**src/rtl/shreg_pkg.sv**
```systemverilog
// Shared types for the sequenced shift register.
//   shreg_op_e    : command opcode as carried on cmd_op
//   shreg_state_e : sequencer state, also exported on the top's dbg_state port
//   is_shift_op() : true for opcodes that run through the SHIFT state
// Optional feature macro: SHREG_ROTATE_EN (rotate opcodes become real shifts).
package shreg_pkg;

  localparam int OP_W = 3;

  typedef enum logic [OP_W-1:0] {
    OP_NOP  = 3'b000,
    OP_SHR  = 3'b001,
    OP_SHL  = 3'b010,
    OP_LOAD = 3'b011,
    OP_SAR  = 3'b100,
    OP_ROR  = 3'b101,
    OP_ROL  = 3'b110,
    OP_RSVD = 3'b111
  } shreg_op_e;

  typedef enum logic [0:0] {
    ST_IDLE  = 1'b0,
    ST_SHIFT = 1'b1
  } shreg_state_e;

  // Opcodes that step the register bit by bit. Without the rotate feature
  // ROR/ROL fall into the default and behave like NOP.
  function automatic logic is_shift_op(shreg_op_e op);
    case (op)
      OP_SHR, OP_SHL, OP_SAR: return 1'b1;
`ifdef SHREG_ROTATE_EN
      OP_ROR, OP_ROL:         return 1'b1;
`endif
      default:                return 1'b0;
    endcase
  endfunction

endpackage

```
**src/rtl/shreg_step.sv**
```systemverilog
// Combinational single-step unit: one bit of shift/rotate.
//   po      in  WIDTH  current register value
//   op      in  3      operation (shreg_op_e)
//   sin     in  1      serial fill bit for SHR/SHL
//   next_po out WIDTH  register value after one step
//   out_bit out 1      bit ejected by this step
// Rotate datapath only present when SHREG_ROTATE_EN is defined.
module shreg_step
  import shreg_pkg::*;
#(
  parameter int WIDTH = 32
) (
  input  logic [WIDTH-1:0] po,
  input  shreg_op_e        op,
  input  logic             sin,
  output logic [WIDTH-1:0] next_po,
  output logic             out_bit
);

  always_comb begin
    next_po = po;
    out_bit = 1'b0;
    case (op)
      OP_SHR: begin
        next_po = {sin, po[WIDTH-1:1]};
        out_bit = po[0];
      end
      OP_SHL: begin
        next_po = {po[WIDTH-2:0], sin};
        out_bit = po[WIDTH-1];
      end
      OP_SAR: begin
        // Sign bit replicates; sin plays no part.
        next_po = {po[WIDTH-1], po[WIDTH-1:1]};
        out_bit = po[0];
      end
`ifdef SHREG_ROTATE_EN
      OP_ROR: begin
        next_po = {po[0], po[WIDTH-1:1]};
        out_bit = po[0];
      end
      OP_ROL: begin
        next_po = {po[WIDTH-2:0], po[WIDTH-1]};
        out_bit = po[WIDTH-1];
      end
`endif
      default: begin
        next_po = po;
        out_bit = 1'b0;
      end
    endcase
  end

endmodule

```
**src/rtl/shift_reg_seq.sv**
```systemverilog
// Sequenced shift register: runs a multi-bit shift/load command one bit per
// clock behind a valid/ready command port.
//   clk, reset   : rising-edge clock, synchronous active-high reset
//   cmd_valid/cmd_ready/cmd_op/cmd_amt : command port
//   pi           : parallel load data (sampled at the accept edge)
//   sin          : serial fill bit (sampled live on each step)
//   po, sout     : register contents and last ejected bit
//   busy, done   : ~cmd_ready, one-cycle completion pulse
//   dbg_state    : current sequencer state
// Optional feature macro: SHREG_ROTATE_EN.
//
// Handshake: a command transfers on a rising edge where cmd_valid and
// cmd_ready are both high. cmd_ready is high only in IDLE and does not
// depend on cmd_valid; cmd_valid while busy is dropped, never queued.
module shift_reg_seq
  import shreg_pkg::*;
#(
  parameter int WIDTH = 32,
  parameter int AW    = $clog2(WIDTH) + 1
) (
  input  logic             clk,
  input  logic             reset,
  input  logic             cmd_valid,
  output logic             cmd_ready,
  input  logic [2:0]       cmd_op,
  input  logic [AW-1:0]    cmd_amt,
  input  logic [WIDTH-1:0] pi,
  input  logic             sin,
  output logic [WIDTH-1:0] po,
  output logic             sout,
  output logic             busy,
  output logic             done,
  output shreg_state_e     dbg_state
);

  shreg_state_e     state_q, state_d;
  shreg_op_e        op_q, op_d;
  logic [AW-1:0]    cnt_q, cnt_d;
  logic [WIDTH-1:0] po_q, po_d;
  logic             sout_q, sout_d;
  logic             done_q, done_d;

  shreg_op_e        cmd_op_e;
  logic             accept;
  logic             shift_go;
  logic [AW-1:0]    sat_amt;
  logic [WIDTH-1:0] step_po;
  logic             step_bit;

  assign cmd_op_e = shreg_op_e'(cmd_op);
  assign accept   = cmd_valid && (state_q == ST_IDLE);
  assign shift_go = is_shift_op(cmd_op_e) && (cmd_amt != '0);
  assign sat_amt  = (cmd_amt > AW'(WIDTH)) ? AW'(WIDTH) : cmd_amt;

  shreg_step #(.WIDTH(WIDTH)) u_step (
    .po      (po_q),
    .op      (op_q),
    .sin     (sin),
    .next_po (step_po),
    .out_bit (step_bit)
  );

  // State and datapath registers.
  always_ff @(posedge clk) begin
    if (reset) begin
      state_q <= ST_IDLE;
      op_q    <= OP_NOP;
      cnt_q   <= '0;
      po_q    <= '0;
      sout_q  <= 1'b0;
      done_q  <= 1'b0;
    end else begin
      state_q <= state_d;
      op_q    <= op_d;
      cnt_q   <= cnt_d;
      po_q    <= po_d;
      sout_q  <= sout_d;
      done_q  <= done_d;
    end
  end

  // Next-state logic.
  always_comb begin
    state_d = state_q;
    case (state_q)
      ST_IDLE:  if (accept && shift_go) state_d = ST_SHIFT;
      ST_SHIFT: if (cnt_q == AW'(1))    state_d = ST_IDLE;
      default:  state_d = ST_IDLE;
    endcase
  end

  // Datapath next values.
  always_comb begin
    op_d   = op_q;
    cnt_d  = cnt_q;
    po_d   = po_q;
    sout_d = sout_q;
    done_d = 1'b0;
    case (state_q)
      ST_IDLE: begin
        if (accept) begin
          if (cmd_op_e == OP_LOAD) begin
            po_d   = pi;
            done_d = 1'b1;
          end else if (shift_go) begin
            op_d  = cmd_op_e;
            cnt_d = sat_amt;
          end else begin
            // NOP, reserved, disabled rotate, or zero-length shift.
            done_d = 1'b1;
          end
        end
      end
      ST_SHIFT: begin
        po_d   = step_po;
        sout_d = step_bit;
        cnt_d  = cnt_q - AW'(1);
        if (cnt_q == AW'(1)) done_d = 1'b1;
      end
      default: ;
    endcase
  end

  // Outputs.
  always_comb begin
    cmd_ready = (state_q == ST_IDLE);
    busy      = (state_q != ST_IDLE);
    po        = po_q;
    sout      = sout_q;
    done      = done_q;
    dbg_state = state_q;
  end

endmodule

```
**config.mk**
```make
export PLATFORM = sky130hd
export DESIGN_NAME = shift_reg_seq
export DESIGN_NICKNAME = d
export VERILOG_FILES = /design/src/rtl/shreg_pkg.sv /design/src/rtl/shreg_step.sv /design/src/rtl/shift_reg_seq.sv
export SDC_FILE = /design/constraint.sdc
export NUM_CORES = 1
export LEC_CHECK = 0
export ABC_AREA = 1
export BUFFER_PORTS_ARGS = -buffer_cell sky130_fd_sc_hd__buf_4
export CAP_MARGIN = 20
export CORE_MARGIN = 5
export CORE_UTILIZATION = 47
export CTS_CLUSTER_DIAMETER = 50
export DETAILED_ROUTE_END_ITERATION = 8
export PLACE_DENSITY = 0.85
export RECOVER_POWER = 25
export SETUP_SLACK_MARGIN = 0.4
export SLEW_MARGIN = 40
export SYNTH_ARGS = -nofsm -noshare
export SYNTH_HDL_FRONTEND = slang
export SYNTH_SLANG_ARGS = --single-unit
```
**constraint.sdc**
```tcl
create_clock -name clk -period 1.6 [get_ports clk]
set_input_delay 0.4 -clock clk [delete_from_list [all_inputs] [get_ports clk]]
set_output_delay 0.4 -clock clk [all_outputs]
set_load 0.01 [all_outputs]
```
After elaboration in Yosys (flattened, before gate mapping). Cells that the tools add are included.

Add/sub/neg operators: 1. Reductions and logical operators: 10. Bitwise operators: 2. Multiplexer cells: 19. Equal/unequal tests: 15. Order comparisons: 1.

Operator list (count): 32-bit case mux with 3 select lines (1); 32-bit two-way mux (2); 32-bit case mux with 2 select lines (1); 6-bit two-way mux (4); 6-bit case mux with 2 select lines (1); 3-bit by 2-bit == test with 1-bit output (second input constant) (3); 4-bit AND reduction (2); 1-bit two-way mux (7); 3-bit by 1-bit == test with 1-bit output (second input constant) (2); 3-bit == test (second input constant) (2); 6-bit by 1-bit == test with 1-bit output (second input constant) (1); 6-bit > comparator (second input constant) (1); 2-bit by 1-bit inequality test with 1-bit output (second input constant) (3); 1-bit case mux with 2 select lines (3); 3-bit AND reduction (2); 6-bit nonzero test (1); 6-bit by 1-bit subtractor with 6-bit output (second input constant) (1); 2-bit inequality test (second input constant) (2); 4-bit by 1-bit inequality test with 1-bit output (second input constant) (1); 1-bit logical AND (3); 3-bit by 1-bit inequality test with 1-bit output (second input constant) (1); 3-bit OR reduction (1); 1-bit NOT (2); 2-bit OR reduction (1).

Output and inout port bits: 37. Flip-flop bits (word level): 44.

Logic depth before layout (Yosys ltp). Gate-level depths: netlist of run 1.

Depth after elaboration: 8. Mapped depth: 9. Gate-level depth less buffers: 8.

Hierarchy. From an unflattened synthesis of run 1, not the netlist that was laid out.

Cell total of the unflattened synthesis: 583. Area, all modules: 3399.5 um^2.

By module, submodules not included: shift_reg_seq (area each 2040.7 um^2, times used 1, cells each 288); shreg_step (area each 1358.8 um^2, times used 1, cells each 295).

Worst setup path after synthesis of run 1. No wires, ideal clock.

Kind: register to output. Start point: register state_q (netlist: busy). End point: output cmd_ready. Stages on the path, launching flop included: 5. Buffers on the path: 3. Path slack: 0.277 ns. Arrival time: 0.923 ns. Cell sequence: dfxtp_1 buf_2 inv_1 buf_2 buf_2.

Word-level cells in the longest chain between the ends: 1.

RTL lines: from (decl) (line shift_reg_seq.sv:36) `shreg_state_e state_q, state_d;`; from (signal assigned) (line shift_reg_seq.sv:73) `state_q <= state_d;`; 1-bit NOT (no line); to (decl) (line shift_reg_seq.sv:24) `output logic cmd_ready,`.

Every way passes these cells.

Final worst setup path of run 1.
Start point: register op_q[2]. End point: register po_q[15] (netlist: po[15]).

Word-level cells in the longest chain between the ends: 3.

RTL lines: from (decl) (line shift_reg_seq.sv:37) `shreg_op_e op_q, op_d;`; from (signal assigned) (line shift_reg_seq.sv:74) `op_q <= op_d;`; 3-bit == test (tied with other cells) (line shreg_step.sv:23) `case (op)`; 32-bit case mux with 3 select lines / 4-bit by 1-bit inequality test with 1-bit output (equally long branches); 32-bit case mux with 2 select lines / 3-bit AND reduction (equally long branches); to (signal assigned) (line shift_reg_seq.sv:76) `po_q <= po_d;`; to (decl) (line shift_reg_seq.sv:39) `logic [WIDTH-1:0] po_q, po_d;`.

Parallel ways exist; a longest one is shown, timed or not. A chain may end at the register's enable or synchronous reset.

==> reports/results.txt, run 1 <==
In this run the standard cell core region covers 5570 um^2. Destination of the worst hold path: op_q[2]$_SDFFE_PP0P_. TritonCTS built the clock tree. After detailed routing, the number of remaining DRC violations is 0. In this run the worst path has a maximum fanout of 5. The worst path arrival time is 1.68 ns. The wire length per cell after detailed routing works out to 15.2 um. The number of buffers and inverters on the critical path is 3. At the end of routability-driven placement, the weighted congestion stood at 0.800. The overall die height is 86.0 um. The area added between synthesis and finish is 58.1%, and the number of clock sinks is 44.

After detailed placement, the total cell area comes to 3440 um^2. During placement, the flow inserted port buffers numbering 81. The transition time at the pin with the least slew margin works out to 0.478 ns. The type of the worst setup path was reg -> reg.

The met3 usage came out at 0.0451. The signal on the critical path passes through inv_2, nand3_4, nand2_4, o21ai_4, buf_8, clkbuf_16, nand2_1, a21oi_2. In this run the static leakage power is 2.12 nW. After clock tree synthesis, the clock-pin slew on the worst setup and hold paths is 0.09 ns. The kind of cell with the highest combined delay along the critical path is buffers and inverters.

The relative max-transition margin was 0.681; the first-pass GRT wire length was 14100 um. Setup repair after global routing could not meet its margin everywhere. For this run the aggregate overflow at the end of global routing stands at 0. The average instance in the mapped netlist occupies 5.81 um^2. The tools report the number of warnings reported in the yosys synthesis log as 0. The run gives 0 as the final number of hold-violating endpoints. Dividing total power by cell area gives a power density of 745 nW/um^2. The number of max-cap violations was 0; the clock network latency to the later pin of the worst-skew pair was 0.30 ns. The critical path's slowest cell is sky130_fd_sc_hd__dfxtp_2. The run gives 0 ns as the setup TNS.

For the final-report setup violation count, the log shows 0. The worst setup path is launched from a register. The worst hold path passes through 3 cells. The launching point of the worst reg2reg path is op_q[2]$_SDFFE_PP0P_. The total of flip-flops plus latches after synthesis was 44; the worst setup slack for register-to-register paths was 0.17 ns. At the end of the flow, the number of nets in the layout was 627. The tools report the overall routing resource usage as 0.230. STA puts the critical path data required time at 1.84 ns.

After floorplanning, the core was divided into 27 placement rows. The count of nets left with antenna violations once routing finished came out at 0. CTS built an H-tree with a depth of 2. The half-perimeter wire length after placement came out at 5400 um.

The DRC marker count from the first detailed-route iteration is 214. IR analysis of the VDD net gives a maximum drop of 0.441 mV. The starting utilization of the core area came out at 0.488. The die width was 86.0 um; the depth of the worst register-to-register path was 8.

The logs give 0.324 for the sequential area share after synthesis and 0 for the count of antenna diodes in the layout. The number of global-route vias before repair is 3088. In this run the most critical hold path is launched from cmd_op[2]. The type of the worst min-delay path was in -> reg. The met2 layer usage reported by global route came out at 0.388. The met1 track demand over resource in global routing is 0.297, and the number of CTS-inserted buffers is 5.

The run gives 0.00494 ns as the clock skew. The die covers 7400 um^2. Endpoint of the worst-slack reg-to-reg timing path: po[15]$_SDFFE_PP0P_.

Including well taps, the total number of placed cells is 609. The logs give 0.698 GHz for the highest attainable clock frequency and 9910 um for the final wirelength. The initial antenna violation count came out at 0. Busiest layer in global routing: met2. The logs give 0.106 ns for the worst setup slack before clock tree synthesis and 26 for the count of different cell masters after synthesis.

The critical path runs through a total of 8 cells. In the layout the commonest cells are sky130_fd_sc_hd__nand2_1 (188), sky130_fd_sc_hd__buf_4 (95), sky130_fd_sc_hd__nand3_1 (41). The tools report the number of slew-limit violations in the final report as 0. The worst path in the final design needs a cycle of 1.43 ns, including I/O delays and setup. The layout has 380 filler cells.

The pin count of the biggest net entering global routing is 35, and the fraction of layout cells with a size suffix above 1 is 0.391. The I/O pin count was 82. In the routed layout, each cell is associated on average with a via count of 5.38. The post-synthesis cell count came out at 468. Summing every instance area after synthesis gives 2720 um^2. When the netlist entered floorplanning its net count stood at 515.

The worst stage delay on the critical path was 0.37 ns. The clock root buffer was sky130_fd_sc_hd__clkbuf_8. Summing over every cut layer, the via total after detailed routing is 3511. The ratio of final minimum period to clock period was 0.896. The first detailed-routing pass ran for 5 iterations.

The finished cells cover 4300 um^2. For the maximum buffer depth of the clock tree, the log shows 2. The worst path meets setup with 0.167 ns of slack. The run finished with clean final reports. The number of standard cells in the layout, taps in and fillers out came out at 653. The worst setup path is captured at a register. The most common cell after layout, fill and taps aside was sky130_fd_sc_hd__nand2_1.
[final cells by class]
| type | count | area (um^2) | share of cell area |
|---|---|---|---|
| clock buffer | 5 | 68.8 | 0.0160 |
| clock inverter | 3 | 18.8 | 0.00437 |
| inverter | 49 | 211 | 0.0492 |
| multi-input combinational | 348 | 1750 | 0.406 |
| sequential | 44 | 921 | 0.214 |
| tap | 72 | 90.1 | 0.0210 |
| timing repair buffer | 132 | 1240 | 0.289 |
[routing by layer]
layer / vias to the layer above / wire length [um]
li1: 1676 / -
met1: 1606 / 3860
met2: 194 / 4960
met3: 35 / 820
met4: 0 / 265
met5: - / 0
[synthesized netlist by cell type]
library cell	n	area [um^2]
sky130_fd_sc_hd__a21oi_1	37	185
sky130_fd_sc_hd__a31oi_1	2	12.5
sky130_fd_sc_hd__buf_1	3	11.3
sky130_fd_sc_hd__buf_2	11	55.1
sky130_fd_sc_hd__buf_4	4	30.0
sky130_fd_sc_hd__buf_6	3	33.8
sky130_fd_sc_hd__clkbuf_1	6	22.5
sky130_fd_sc_hd__clkinv_1	1	3.75
sky130_fd_sc_hd__dfxtp_1	44	881
sky130_fd_sc_hd__ha_1	2	25.0
sky130_fd_sc_hd__inv_1	43	161
sky130_fd_sc_hd__inv_2	5	18.8
sky130_fd_sc_hd__nand2_1	211	792
sky130_fd_sc_hd__nand3_1	50	250
sky130_fd_sc_hd__nand3_2	1	10.0
sky130_fd_sc_hd__nand3b_1	2	15.0
sky130_fd_sc_hd__nand4_1	2	12.5
sky130_fd_sc_hd__nor2_1	25	93.8
sky130_fd_sc_hd__nor3_1	2	10.0
sky130_fd_sc_hd__o21ai_0	8	40.0
sky130_fd_sc_hd__o21ai_1	1	5.00
sky130_fd_sc_hd__o21ai_2	1	8.76
sky130_fd_sc_hd__o21ai_4	1	16.3
sky130_fd_sc_hd__or2_2	1	6.26
sky130_fd_sc_hd__xnor2_1	1	8.76
sky130_fd_sc_hd__xor2_1	1	8.76
[worst register-to-register path, stage by stage, from the launching register on]
cell                        delay [ns]
sky130_fd_sc_hd__dfxtp_2          0.37
sky130_fd_sc_hd__inv_2            0.07
sky130_fd_sc_hd__nand3_4          0.12
sky130_fd_sc_hd__nand2_4          0.08
sky130_fd_sc_hd__o21ai_4          0.21
sky130_fd_sc_hd__buf_8            0.18
sky130_fd_sc_hd__clkbuf_16        0.16
sky130_fd_sc_hd__nand2_1          0.06
sky130_fd_sc_hd__a21oi_2          0.13
[worst max-delay path by stage]
stage                         startpoint                   to  slack, ns
finish              op_q[2]$_SDFFE_PP0P_  po[15]$_SDFFE_PP0P_       0.17
global route        op_q[2]$_SDFFE_PP0P_  po[15]$_SDFFE_PP0P_       0.10
CTS                      busy$_SDFF_PP0_            cmd_ready       0.24
detailed placement             cmd_op[2]  po[27]$_SDFFE_PP0P_       0.11
global placement               cmd_op[2]  po[18]$_SDFFE_PP0P_       0.15
floorplan           op_q[2]$_SDFFE_PP0P_  po[11]$_SDFFE_PP0P_       0.38
[where the power goes]
part	switching, mW	internal [mW]	leakage [nW]
Sequential	0.0840	1.18	0.370
Combinational	0.637	0.584	1.70
Clock	0.407	0.305	0.0479
Total	1.13	2.07	2.12
[stage by stage]
| stage | hold slack, ns | power (mW) | util |
|---|---|---|---|
| floorplan | 0.462 | 1.83 | - |
| global placement | 0.469 | 2.10 | 0.617 |
| detailed placement | 0.475 | 2.12 | 0.617 |
| CTS | 0.429 | 2.99 | 0.709 |
| global route | 0.422 | 3.36 | 0.771 |
| finish | 0.425 | 3.20 | 0.771 |
[timing repair]
action                     4_1_cts  5_1_grt
hold buffers                     0        0
setup buffers                   16       15
pin swaps                       16       30
setup endpoints to repair       69       72
cloned                           3        2
gates resized for setup         84       70
[cells by family (layout without fill, tap and decap cells)]
logic type	after synthesis	after routing	synth area share
buffers and inverters	76	189	0.124
DFF	44	44	0.324
and+or+nand+nor	294	294	0.438
adders and majority gates	2	2	0.00921
xor gates and xnor gates	2	2	0.00645
AOI/OAI and AO/OA	50	50	0.0985
[flip-flops by register name (all words and copies together) (netlist names)]
name / count
busy: 1
done: 1
sout: 1
po: 32
cnt_q: 6
op_q: 3
No activity file was read; power rests on OpenSTA's default activity.
==> run 2: changes to the inputs <==
--- a/config.mk
+++ b/config.mk
@@ -5,17 +5,17 @@
 export SDC_FILE = /design/constraint.sdc
 export NUM_CORES = 1
 export LEC_CHECK = 0
-export ABC_AREA = 1
 export BUFFER_PORTS_ARGS = -buffer_cell sky130_fd_sc_hd__buf_4
 export CAP_MARGIN = 20
 export CORE_MARGIN = 5
 export CORE_UTILIZATION = 47
 export CTS_CLUSTER_DIAMETER = 50
 export DETAILED_ROUTE_END_ITERATION = 8
-export PLACE_DENSITY = 0.85
+export PLACE_DENSITY = 0.82
 export RECOVER_POWER = 25
 export SETUP_SLACK_MARGIN = 0.4
 export SLEW_MARGIN = 40
 export SYNTH_ARGS = -nofsm -noshare
 export SYNTH_HDL_FRONTEND = slang
+export SYNTH_HIERARCHICAL = 1
 export SYNTH_SLANG_ARGS = --single-unit
==> run 2 against run 1 <==
The flow now finishes with violations (setup timing); synthesized area rose by 31%; largest cell class unchanged; first-iteration DRC count rose by 54%; non-clock buffer count grew 1; global-route usage increased by 0.26 points; critical path depth is 3 lower; largest power group is now combinational cells; combinational power grew 24%.
==> reports/results.txt, run 2 <==
The run finished, with violations left. The final reports fail on setup timing. The overall die height was 97.1 um (was 86.0 um). Type of the worst min-delay path: in -> reg (unchanged). The tools report the number of standard cells in the layout, taps in and fillers out as 648 (was 653). The I/O pin count came out at 82 (unchanged). Deepest level of the CTS H-tree: 2 (unchanged). The flip-flop count of the largest register, all copies and words added is 32 (unchanged), and the initial antenna violation count is 0 (unchanged).

The tools report the instance area after placement as 4510 um^2 (was 3440 um^2). The type of the worst setup path is in -> reg (was reg -> reg). For the maximum vdd ir drop, the log shows 0.351 mV (was 0.441 mV). The tools report the total number of vias as 4124 (was 3511). Average size of a mapped cell: 7.87 um^2 (was 5.81 um^2). The hold path depth was 3 (unchanged); the number of enable flip-flop cells after synthesis was 0 (unchanged). The run gives 13000 um (was 9910 um) as the final wirelength. The logs give 5460 um^2 (was 4300 um^2) for the post-route cell area and 0.0112 ns (was 0.00494 ns) for the clock skew.

The tools report the required time at the endpoint of the critical path as 1.77 ns (was 1.84 ns). The post-placement cell count was 614 (was 609). Largest cells by area after synthesis: sky130_fd_sc_hd__dfxtp_1 (25%), sky130_fd_sc_hd__mux2i_1 (11%), sky130_fd_sc_hd__o221a_1 (8.2%), sky130_fd_sc_hd__a211oi_1 (7.2%), sky130_fd_sc_hd__nor2_1 (6.8%) (was sky130_fd_sc_hd__dfxtp_1 (32%), sky130_fd_sc_hd__nand2_1 (29%), sky130_fd_sc_hd__nand3_1 (9.2%), sky130_fd_sc_hd__a21oi_1 (6.8%), sky130_fd_sc_hd__inv_1 (5.9%)).

The share of async-settable or async-resettable flops after synthesis was 0 (unchanged). Commonest cells after routing, fill and taps aside: sky130_fd_sc_hd__buf_4 (75), sky130_fd_sc_hd__buf_6 (48), sky130_fd_sc_hd__mux2i_1 (40) (was sky130_fd_sc_hd__nand2_1 (188), sky130_fd_sc_hd__buf_4 (95), sky130_fd_sc_hd__nand3_1 (41)). The flip-flop cell with the highest count after synthesis was sky130_fd_sc_hd__dfxtp_1 (unchanged). The endpoint of the worst-slack reg-to-reg timing path is po[3]$_SDFFE_PP0P_ (was po[15]$_SDFFE_PP0P_).

Number of buffer cells added on primary ports: 81 (unchanged). Destination of the worst hold path: op_q[0]$_SDFFE_PP0P_ (was op_q[2]$_SDFFE_PP0P_). Depth of the worst register-to-register path: 6 (was 8). TritonCTS built the clock tree. The logs give 2.01 ns (was 1.68 ns) for the worst path arrival time and 6990 um (was 5400 um) for the half-perimeter wire length after placement. For the worst setup slack for register-to-register paths, the log shows -0.17 ns (was 0.17 ns). The shortest period the worst path allows was 1.84 ns (was 1.43 ns). The number of global-route vias before repair came out at 3886 (was 3088). The transition time at the pin with the least slew margin was 0.556 ns (was 0.478 ns). The launching point of the worst reg2reg path is op_q[2]$_SDFFE_PP0P_ (unchanged).

The starting utilization of the core area came out at 0.486 (was 0.488). The top fanout value on the critical path is 4 (was 5). The total of flip-flops plus latches after synthesis is 44 (unchanged), and the total congestion overflow is 0 (unchanged).

The highest attainable clock frequency came out at 0.544 GHz (was 0.698 GHz). The overall power consumption was 3.79 mW (was 3.20 mW). The number of clock sinks was 44 (unchanged).

Setup repair after global routing could not meet its margin everywhere. The count of antenna diodes in the layout came out at 0 (unchanged). The sequential area share after synthesis was 0.247 (was 0.324); the number of standard-cell rows in the floorplan was 31 (was 27). The number of max-cap violations was 0 (unchanged). The count of different cell masters after synthesis is 45 (was 26), and the die width is 97.1 um (was 86.0 um). The run gives 3560 um^2 (was 2720 um^2) as the summed instance area of the synthesized netlist.

The run gives 0.31 ns (was 0.30 ns) as the clock network latency to the later pin of the worst-skew pair. The number of warnings reported in the yosys synthesis log is 6 (was 0), and the number of CTS-inserted buffers is 5 (unchanged). Wire length per cell after detailed routing: 20.0 um (was 15.2 um).

Most repeated cell in the gate-level netlist after synthesis: sky130_fd_sc_hd__nor2_1 (was sky130_fd_sc_hd__nand2_1). The tools report the routability congestion estimate as 0.847 (was 0.800). The logs give 500 (was 515) for the number of nets in the synthesized netlist and 5 (unchanged) for the total iterations of the first detailed-routing run. The post-synthesis cell count was 453 (was 468). The critical path launch point type was an input pin (was a register). Fraction of layout cells with a size suffix above 1: 0.468 (was 0.391). The tools report the hold path startpoint as cmd_op[0] (was cmd_op[2]). For the final number of hold-violating endpoints, the log shows 0 (unchanged). The top-area cell type share of the netlist area is 0.247 (was 0.324), and the pin count of the biggest net entering global routing is 53 (was 35). The most common cell after layout, fill and taps aside was sky130_fd_sc_hd__buf_4 (was sky130_fd_sc_hd__nand2_1). The logs give 595 (was 627) for the count of nets after finishing and 0 (unchanged) for the number of remaining DRC errors. The number of buffers added to fix hold violations after cts is 0 (unchanged). The tools report the static leakage as 1.99 nW (was 2.12 nW). The run gives 9430 um^2 (was 7400 um^2) as the die outline area.

The core box area was 7330 um^2 (was 5570 um^2). The clock transition at the registers of the reported paths is 0.10 ns (was 0.09 ns). The cell type with the largest total area after synthesis was sky130_fd_sc_hd__dfxtp_1 (unchanged).

Maximum buffer depth of the clock tree: 2 (unchanged). The tools report the clock root buffer as sky130_fd_sc_hd__clkbuf_8 (unchanged). Critical path endpoint category: a register (unchanged).

The ratio of final minimum period to clock period came out at 1.15 (was 0.896). The final-report setup violation count was 17 (was 0); the areal power density over the cells was 695 nW/um^2 (was 745 nW/um^2). For the relative max-transition margin, the log shows 0.629 (was 0.681). The area added between synthesis and finish came out at 53.2% (was 58.1%). Most frequent cells after synthesis: sky130_fd_sc_hd__nor2_1 (65), sky130_fd_sc_hd__dfxtp_1 (44), sky130_fd_sc_hd__mux2i_1 (40) (was sky130_fd_sc_hd__nand2_1 (211), sky130_fd_sc_hd__nand3_1 (50), sky130_fd_sc_hd__dfxtp_1 (44)). The mean number of vias per cell is 6.36 (was 5.38), and the number of slew-limit violations in the final report is 0 (unchanged).

The tools report the setup slack of the critical path after layout as -0.238 ns (was 0.167 ns). The overall routing resource usage was 0.233 (was 0.230); the worst setup slack before clock tree synthesis was -0.252 ns (was 0.106 ns). The tools report the residual antenna-violating net count after detailed routing as 0 (unchanged). First-pass GRT wire length: 18900 um (was 14100 um). For the DRC marker count from the first detailed-route iteration, the log shows 329 (was 214).
==> run 2: cell families after synthesis <==
group | after synthesis | share of synthesized area
AND/OR/NAND/NOR | 151 | 0.201
XOR/XNOR | 3 | 0.00737
multiplexers | 40 | 0.112
adder cells (fa/ha/maj) | 2 | 0.00702
flip-flops | 44 | 0.247
buffers and inverters | 53 | 0.0765
AO/OA/AOI/OAI | 160 | 0.349
==> run 2: cell type report <==
type / count / area [um^2]
inverter: 8 / 33.8
tap: 99 / 124
timing repair buffer: 133 / 1310
sequential: 44 / 1020
clock inverter: 2 / 35.0
fill: 514 / 1870
multi-input combinational: 356 / 2870
clock buffer: 6 / 72.6
==> run 2: how the worst max path moves through the flow <==
stage                               startpoint                     to  slack, ns  cells past startpoint
after floorplan                     cmd_amt[5]  cnt_q[0]$_SDFFE_PP0P_      -0.06                      4
after global placement              cmd_amt[5]  cnt_q[0]$_SDFFE_PP0P_      -0.22                      5
after detailed placement            cmd_amt[5]  cnt_q[0]$_SDFFE_PP0P_      -0.25                      5
after CTS                 op_q[0]$_SDFFE_PP0P_    po[13]$_SDFFE_PP0P_     -0.008                      6
after global routing      op_q[2]$_SDFFE_PP0P_     po[3]$_SDFFE_PP0P_      -0.21                      6
final                                cmd_op[1]  cnt_q[0]$_SDFFE_PP0P_      -0.24                      5
==> run 2: worst max-delay path: stages <==
cell	delay (ns)
sky130_fd_sc_hd__buf_4	0.14
sky130_fd_sc_hd__xor2_1	0.40
sky130_fd_sc_hd__a21oi_1	0.29
sky130_fd_sc_hd__o41ai_1	0.60
sky130_fd_sc_hd__a211oi_1	0.17
==> run 2: repair_timing <==
action                     CTS  global route
gates resized for setup    129            50
cloned                       1             2
setup endpoints to repair   80            80
pin swaps                   26            21
setup buffers               16             7
==> run 2: through the flow <==
step	TNS, ns	hold slack [ns]	util
after CTS	-0.00774	0.370	0.705
final	-0.921	0.391	0.745
after global placement	-1.23	0.495	0.615
after global routing	-2.32	0.389	0.745
after detailed placement	-1.56	0.513	0.615
after floorplan	-0.0698	0.454	-
==> run 2: routing by layer <==
layer	track usage	share of wire	up-vias
met5	0	0	-
met4	0.100	0.045	0
met3	0.0380	0.060	49
met2	0.400	0.49	205
met1	0.286	0.41	1976
li1	-	-	1894
==> run 2: power breakdown <==
group          internal, mW  switching [mW]
combinational         0.804           0.710
sequential             1.19           0.202
clock                 0.465           0.421
==> run 3: changes to the inputs <==
==> constraint.sdc (replaced) <==
create_clock -name clk -period 1.9 [get_ports clk]
set_input_delay 0.475 -clock clk [delete_from_list [all_inputs] [get_ports clk]]
set_output_delay 0.475 -clock clk [all_outputs]
set_load 0.01 [all_outputs]
==> run 3 against run 2 <==
The flow now finishes without violations; sequential share of layout area shrank 0.13 points; power is 25% lower; largest power group is now sequential cells; wire length fell by 11%; sequential power down 18%; global-route usage decreased by 2.4 points; register-to-register slack gained 0.36 ns; highest routed layer unchanged; worst hold slack improved by 0.071 ns; non-clock buffer count decreased by 10; clock power decreased by 29%.
==> reports/results.txt, run 3 (synthesized netlist as in run 2, its figures left out) <==
The flow ran to the end, and the final reports show no timing, DRC or antenna violations. The maximum buffer depth of the clock tree came out at 2 (unchanged). The worst setup slack for register-to-register paths is 0.19 ns (was -0.17 ns), and the area added between synthesis and finish is 35.8% (was 53.2%). Number of standard-cell rows in the floorplan: 31 (unchanged).

The final number of hold-violating endpoints is 0 (unchanged), and the post-placement cell count is 605 (was 614). The run gives 0.209 (was 0.233) as the overall routing resource usage. Family with the most delay on the worst path: compound AO/OA/AOI/OAI gates (unchanged). Ratio of final minimum period to clock period: 0.901. Launch point of the critical path: op_q[2]$_SDFFE_PP0P_ (was cmd_op[1]).

Count of nets after finishing: 585 (was 595). The overall die height came out at 97.1 um (unchanged). The pin count of the biggest net entering global routing was 65 (was 53); the highest attainable clock frequency was 0.584 GHz. The required time at the endpoint of the critical path was 2.12 ns (was 1.77 ns); the first-pass GRT wire length was 17000 um (was 18900 um).

The areal power density over the cells works out to 587 nW/um^2 (was 695 nW/um^2). The depth of the worst register-to-register path was 7 (was 6); the combinational share of power was 0.377 (was 0.399). The run gives 0 (unchanged) as the total congestion overflow. The die outline area was 9430 um^2 (unchanged). For the core box area, the log shows 7330 um^2 (unchanged). The most common cell after layout, fill and taps aside was sky130_fd_sc_hd__buf_4 (unchanged).

Commonest cells after routing, fill and taps aside: sky130_fd_sc_hd__buf_4 (76), sky130_fd_sc_hd__nor2_1 (62), sky130_fd_sc_hd__mux2i_1 (40) (was sky130_fd_sc_hd__buf_4 (75), sky130_fd_sc_hd__buf_6 (48), sky130_fd_sc_hd__mux2i_1 (40)). The transition time at the pin with the least slew margin is 0.547 ns (was 0.556 ns), and the switching power share of the total is 0.351 (about the same). Setup repair after global routing could not meet its margin everywhere. The number of CTS-inserted buffers was 5 (unchanged); the mean number of vias per cell was 6.22 (was 6.36). The hold slack was 0.462 ns (was 0.391 ns); the number of standard cells in the layout, taps in and fillers out was 638 (was 648). The final-report setup violation count came out at 0 (was 17). The critical path's slowest cell was sky130_fd_sc_hd__dfxtp_4 (was sky130_fd_sc_hd__o41ai_1). For the number of remaining DRC errors, the log shows 0 (unchanged). The capturing instance or port of the critical path was po[29]$_SDFFE_PP0P_ (was cnt_q[0]$_SDFFE_PP0P_). The deepest level of the CTS H-tree was 2 (unchanged). The number of buffers added to fix hold violations after cts came out at 0 (unchanged).

The power share of the sequential group was 0.401 (was 0.367); the flip-flop count of the largest register, all copies and words added was 32 (unchanged). The top fanout value on the critical path is 6 (was 4), and the half-perimeter wire length after placement is 6920 um (was 6990 um). The portion of total power attributed to the clock network was 0.222 (was 0.233); the residual antenna-violating net count after detailed routing was 0 (unchanged). The clock skew is 0.00483 ns (was 0.0112 ns), and the internal cell power is 1.84 mW (was 2.46 mW). For the relative max-transition margin, the log shows 0.635 (was 0.629). The type of the worst setup path was reg -> reg (was in -> reg).

The run gives 0.321 mV (was 0.351 mV) as the maximum vdd ir drop. The critical path launch point type was a register (was an input pin). Number of slew-limit violations in the final report: 0 (unchanged).

The tools report the net switching power figure as 0.997 mW (was 1.33 mW). Fraction of layout cells with a size suffix above 1: 0.282 (was 0.468). The logs give 82 (unchanged) for the I/O pin count and 0 (unchanged) for the initial antenna violation count. The tools report the critical path endpoint category as a register (unchanged). DRC marker count from the first detailed-route iteration: 432 (was 329). The worst stage delay on the critical path came out at 0.39 ns (was 0.60 ns). The count of buffer and inverter cells on the critical path was 2 (was 1); the count of antenna diodes in the layout was 0 (unchanged).

The clock network latency to the later pin of the worst-skew pair is 0.30 ns (was 0.31 ns), and the logic depth of the worst setup path including buffers is 7 (was 5). The wire length per cell after detailed routing was 18.2 um (was 20.0 um). The endpoint of the worst-slack reg-to-reg timing path is po[29]$_SDFFE_PP0P_ (was po[3]$_SDFFE_PP0P_).

Launching point of the worst reg2reg path: op_q[2]$_SDFFE_PP0P_ (unchanged). The total number of vias was 3966 (was 4124); the die width was 97.1 um (unchanged). The number of buffer cells added on primary ports works out to 81 (unchanged).

The run gives 11600 um (was 13000 um) as the final wirelength. The routability congestion estimate was 0.908 (was 0.847). Type of the worst min-delay path: in -> reg (unchanged).

The clock transition at the registers of the reported paths is 0.09 ns (was 0.10 ns). For the number of max-cap violations, the log shows 0 (unchanged). The worst path needs 1.71 ns of the cycle, external delays included. Critical path's most frequent cell: sky130_fd_sc_hd__buf_6. The logs give 1.93 ns (was 2.01 ns) for the worst path arrival time and 1.74 nW (was 1.99 nW) for the static leakage.

For the starting utilization of the core area, the log shows 0.486 (unchanged). Clock root buffer: sky130_fd_sc_hd__clkbuf_8 (unchanged). For the number of global-route vias before repair, the log shows 3536 (was 3886). TritonCTS built the clock tree.

For the number of clock sinks, the log shows 44 (unchanged). For the final core area utilization, the log shows 0.660 (was 0.745). The total iterations of the first detailed-routing run was 5 (unchanged).

Cell-by-cell trace of the critical path: buf_6, buf_6, nor2b_4, o31ai_1, o221a_1, mux2i_1, a211oi_1 (was buf_4, xor2_1, a21oi_1, o41ai_1, a211oi_1).
==> run 3: changes by cell type in the layout (fill, tap and decap cells not counted), moves of 4 or more <==
cell                        delta
sky130_fd_sc_hd__buf_6        -36
sky130_fd_sc_hd__dfxtp_1      +33
sky130_fd_sc_hd__dfxtp_4      -32
sky130_fd_sc_hd__nor2_4       -25
sky130_fd_sc_hd__nor2_1       +23
sky130_fd_sc_hd__clkbuf_1     +20
sky130_fd_sc_hd__clkbuf_16     +5
sky130_fd_sc_hd__buf_8         +4
==> run 3: stage by stage <==
stage	worst slack (ns)	setup TNS [ns]	instance area [um^2]	total power, mW
after global routing	0.154	0	4840	2.99
after detailed placement	-0.0371	-0.0403	4230	2.09
after CTS	0.281	0	4470	2.75
final	0.188	0	4840	2.84
after global placement	-0.0204	-0.0204	4230	2.05
after floorplan	0.161	0	3570	1.77
==> run 3: area by class of cell <==
| type | count | area (um^2) |
|---|---|---|
| clock buffer | 8 | 90.1 |
| fill | 599 | 2490 |
| multi-input combinational | 356 | 2600 |
| timing repair buffer | 123 | 1100 |
| tap | 99 | 124 |
| inverter | 8 | 33.8 |
| sequential | 44 | 895 |
==> run 3: routing by layer <==
metal	up-vias	GRT usage	wire length, um
li1	1876	-	-
met1	1900	0.268	4960
met2	169	0.360	5700
met3	21	0.0380	748
met4	0	0.0508	187
met5	-	0	0
==> run 3: how the worst min path moves through the flow <==
stage | from | to | slack, ns | cells past startpoint
CTS | cmd_op[0] | op_q[0]$_SDFFE_PP0P_ | 0.45 | 3
finish | cmd_op[0] | op_q[0]$_SDFFE_PP0P_ | 0.46 | 3
global route | cmd_op[0] | op_q[0]$_SDFFE_PP0P_ | 0.48 | 3
global placement | sout$_SDFFE_PP0P_ | sout$_SDFFE_PP0P_ | 0.48 | 2
detailed placement | sout$_SDFFE_PP0P_ | sout$_SDFFE_PP0P_ | 0.49 | 2
floorplan | op_q[1]$_SDFFE_PP0P_ | op_q[1]$_SDFFE_PP0P_ | 0.45 | 2
==> run 3: worst reg2reg max path: stages, from the launching register on <==
cell and delay (ns):
sky130_fd_sc_hd__dfxtp_4 0.39, sky130_fd_sc_hd__buf_6 0.15, sky130_fd_sc_hd__buf_6 0.12, sky130_fd_sc_hd__nor2b_4 0.12
sky130_fd_sc_hd__o31ai_1 0.33, sky130_fd_sc_hd__o221a_1 0.24, sky130_fd_sc_hd__mux2i_1 0.08, sky130_fd_sc_hd__a211oi_1 0.20
==> run 3: repair_timing <==
item,in CTS,in global routing
gates resized for setup,22,52
pin swaps,8,57
cloned,2,8
endpoints found under the setup margin,42,43
setup buffers,6,9
==> run 3: power groups by stage <==
stage          clock [mW]  combinational, mW  sequential, mW
6_report            0.631               1.07            1.14
5_1_grt             0.670               1.16            1.15
3_5_place_dp            0              0.939            1.15
4_1_cts             0.643              0.979            1.13
3_3_place_gp            0              0.909            1.14
2_1_floorplan           0              0.624            1.14
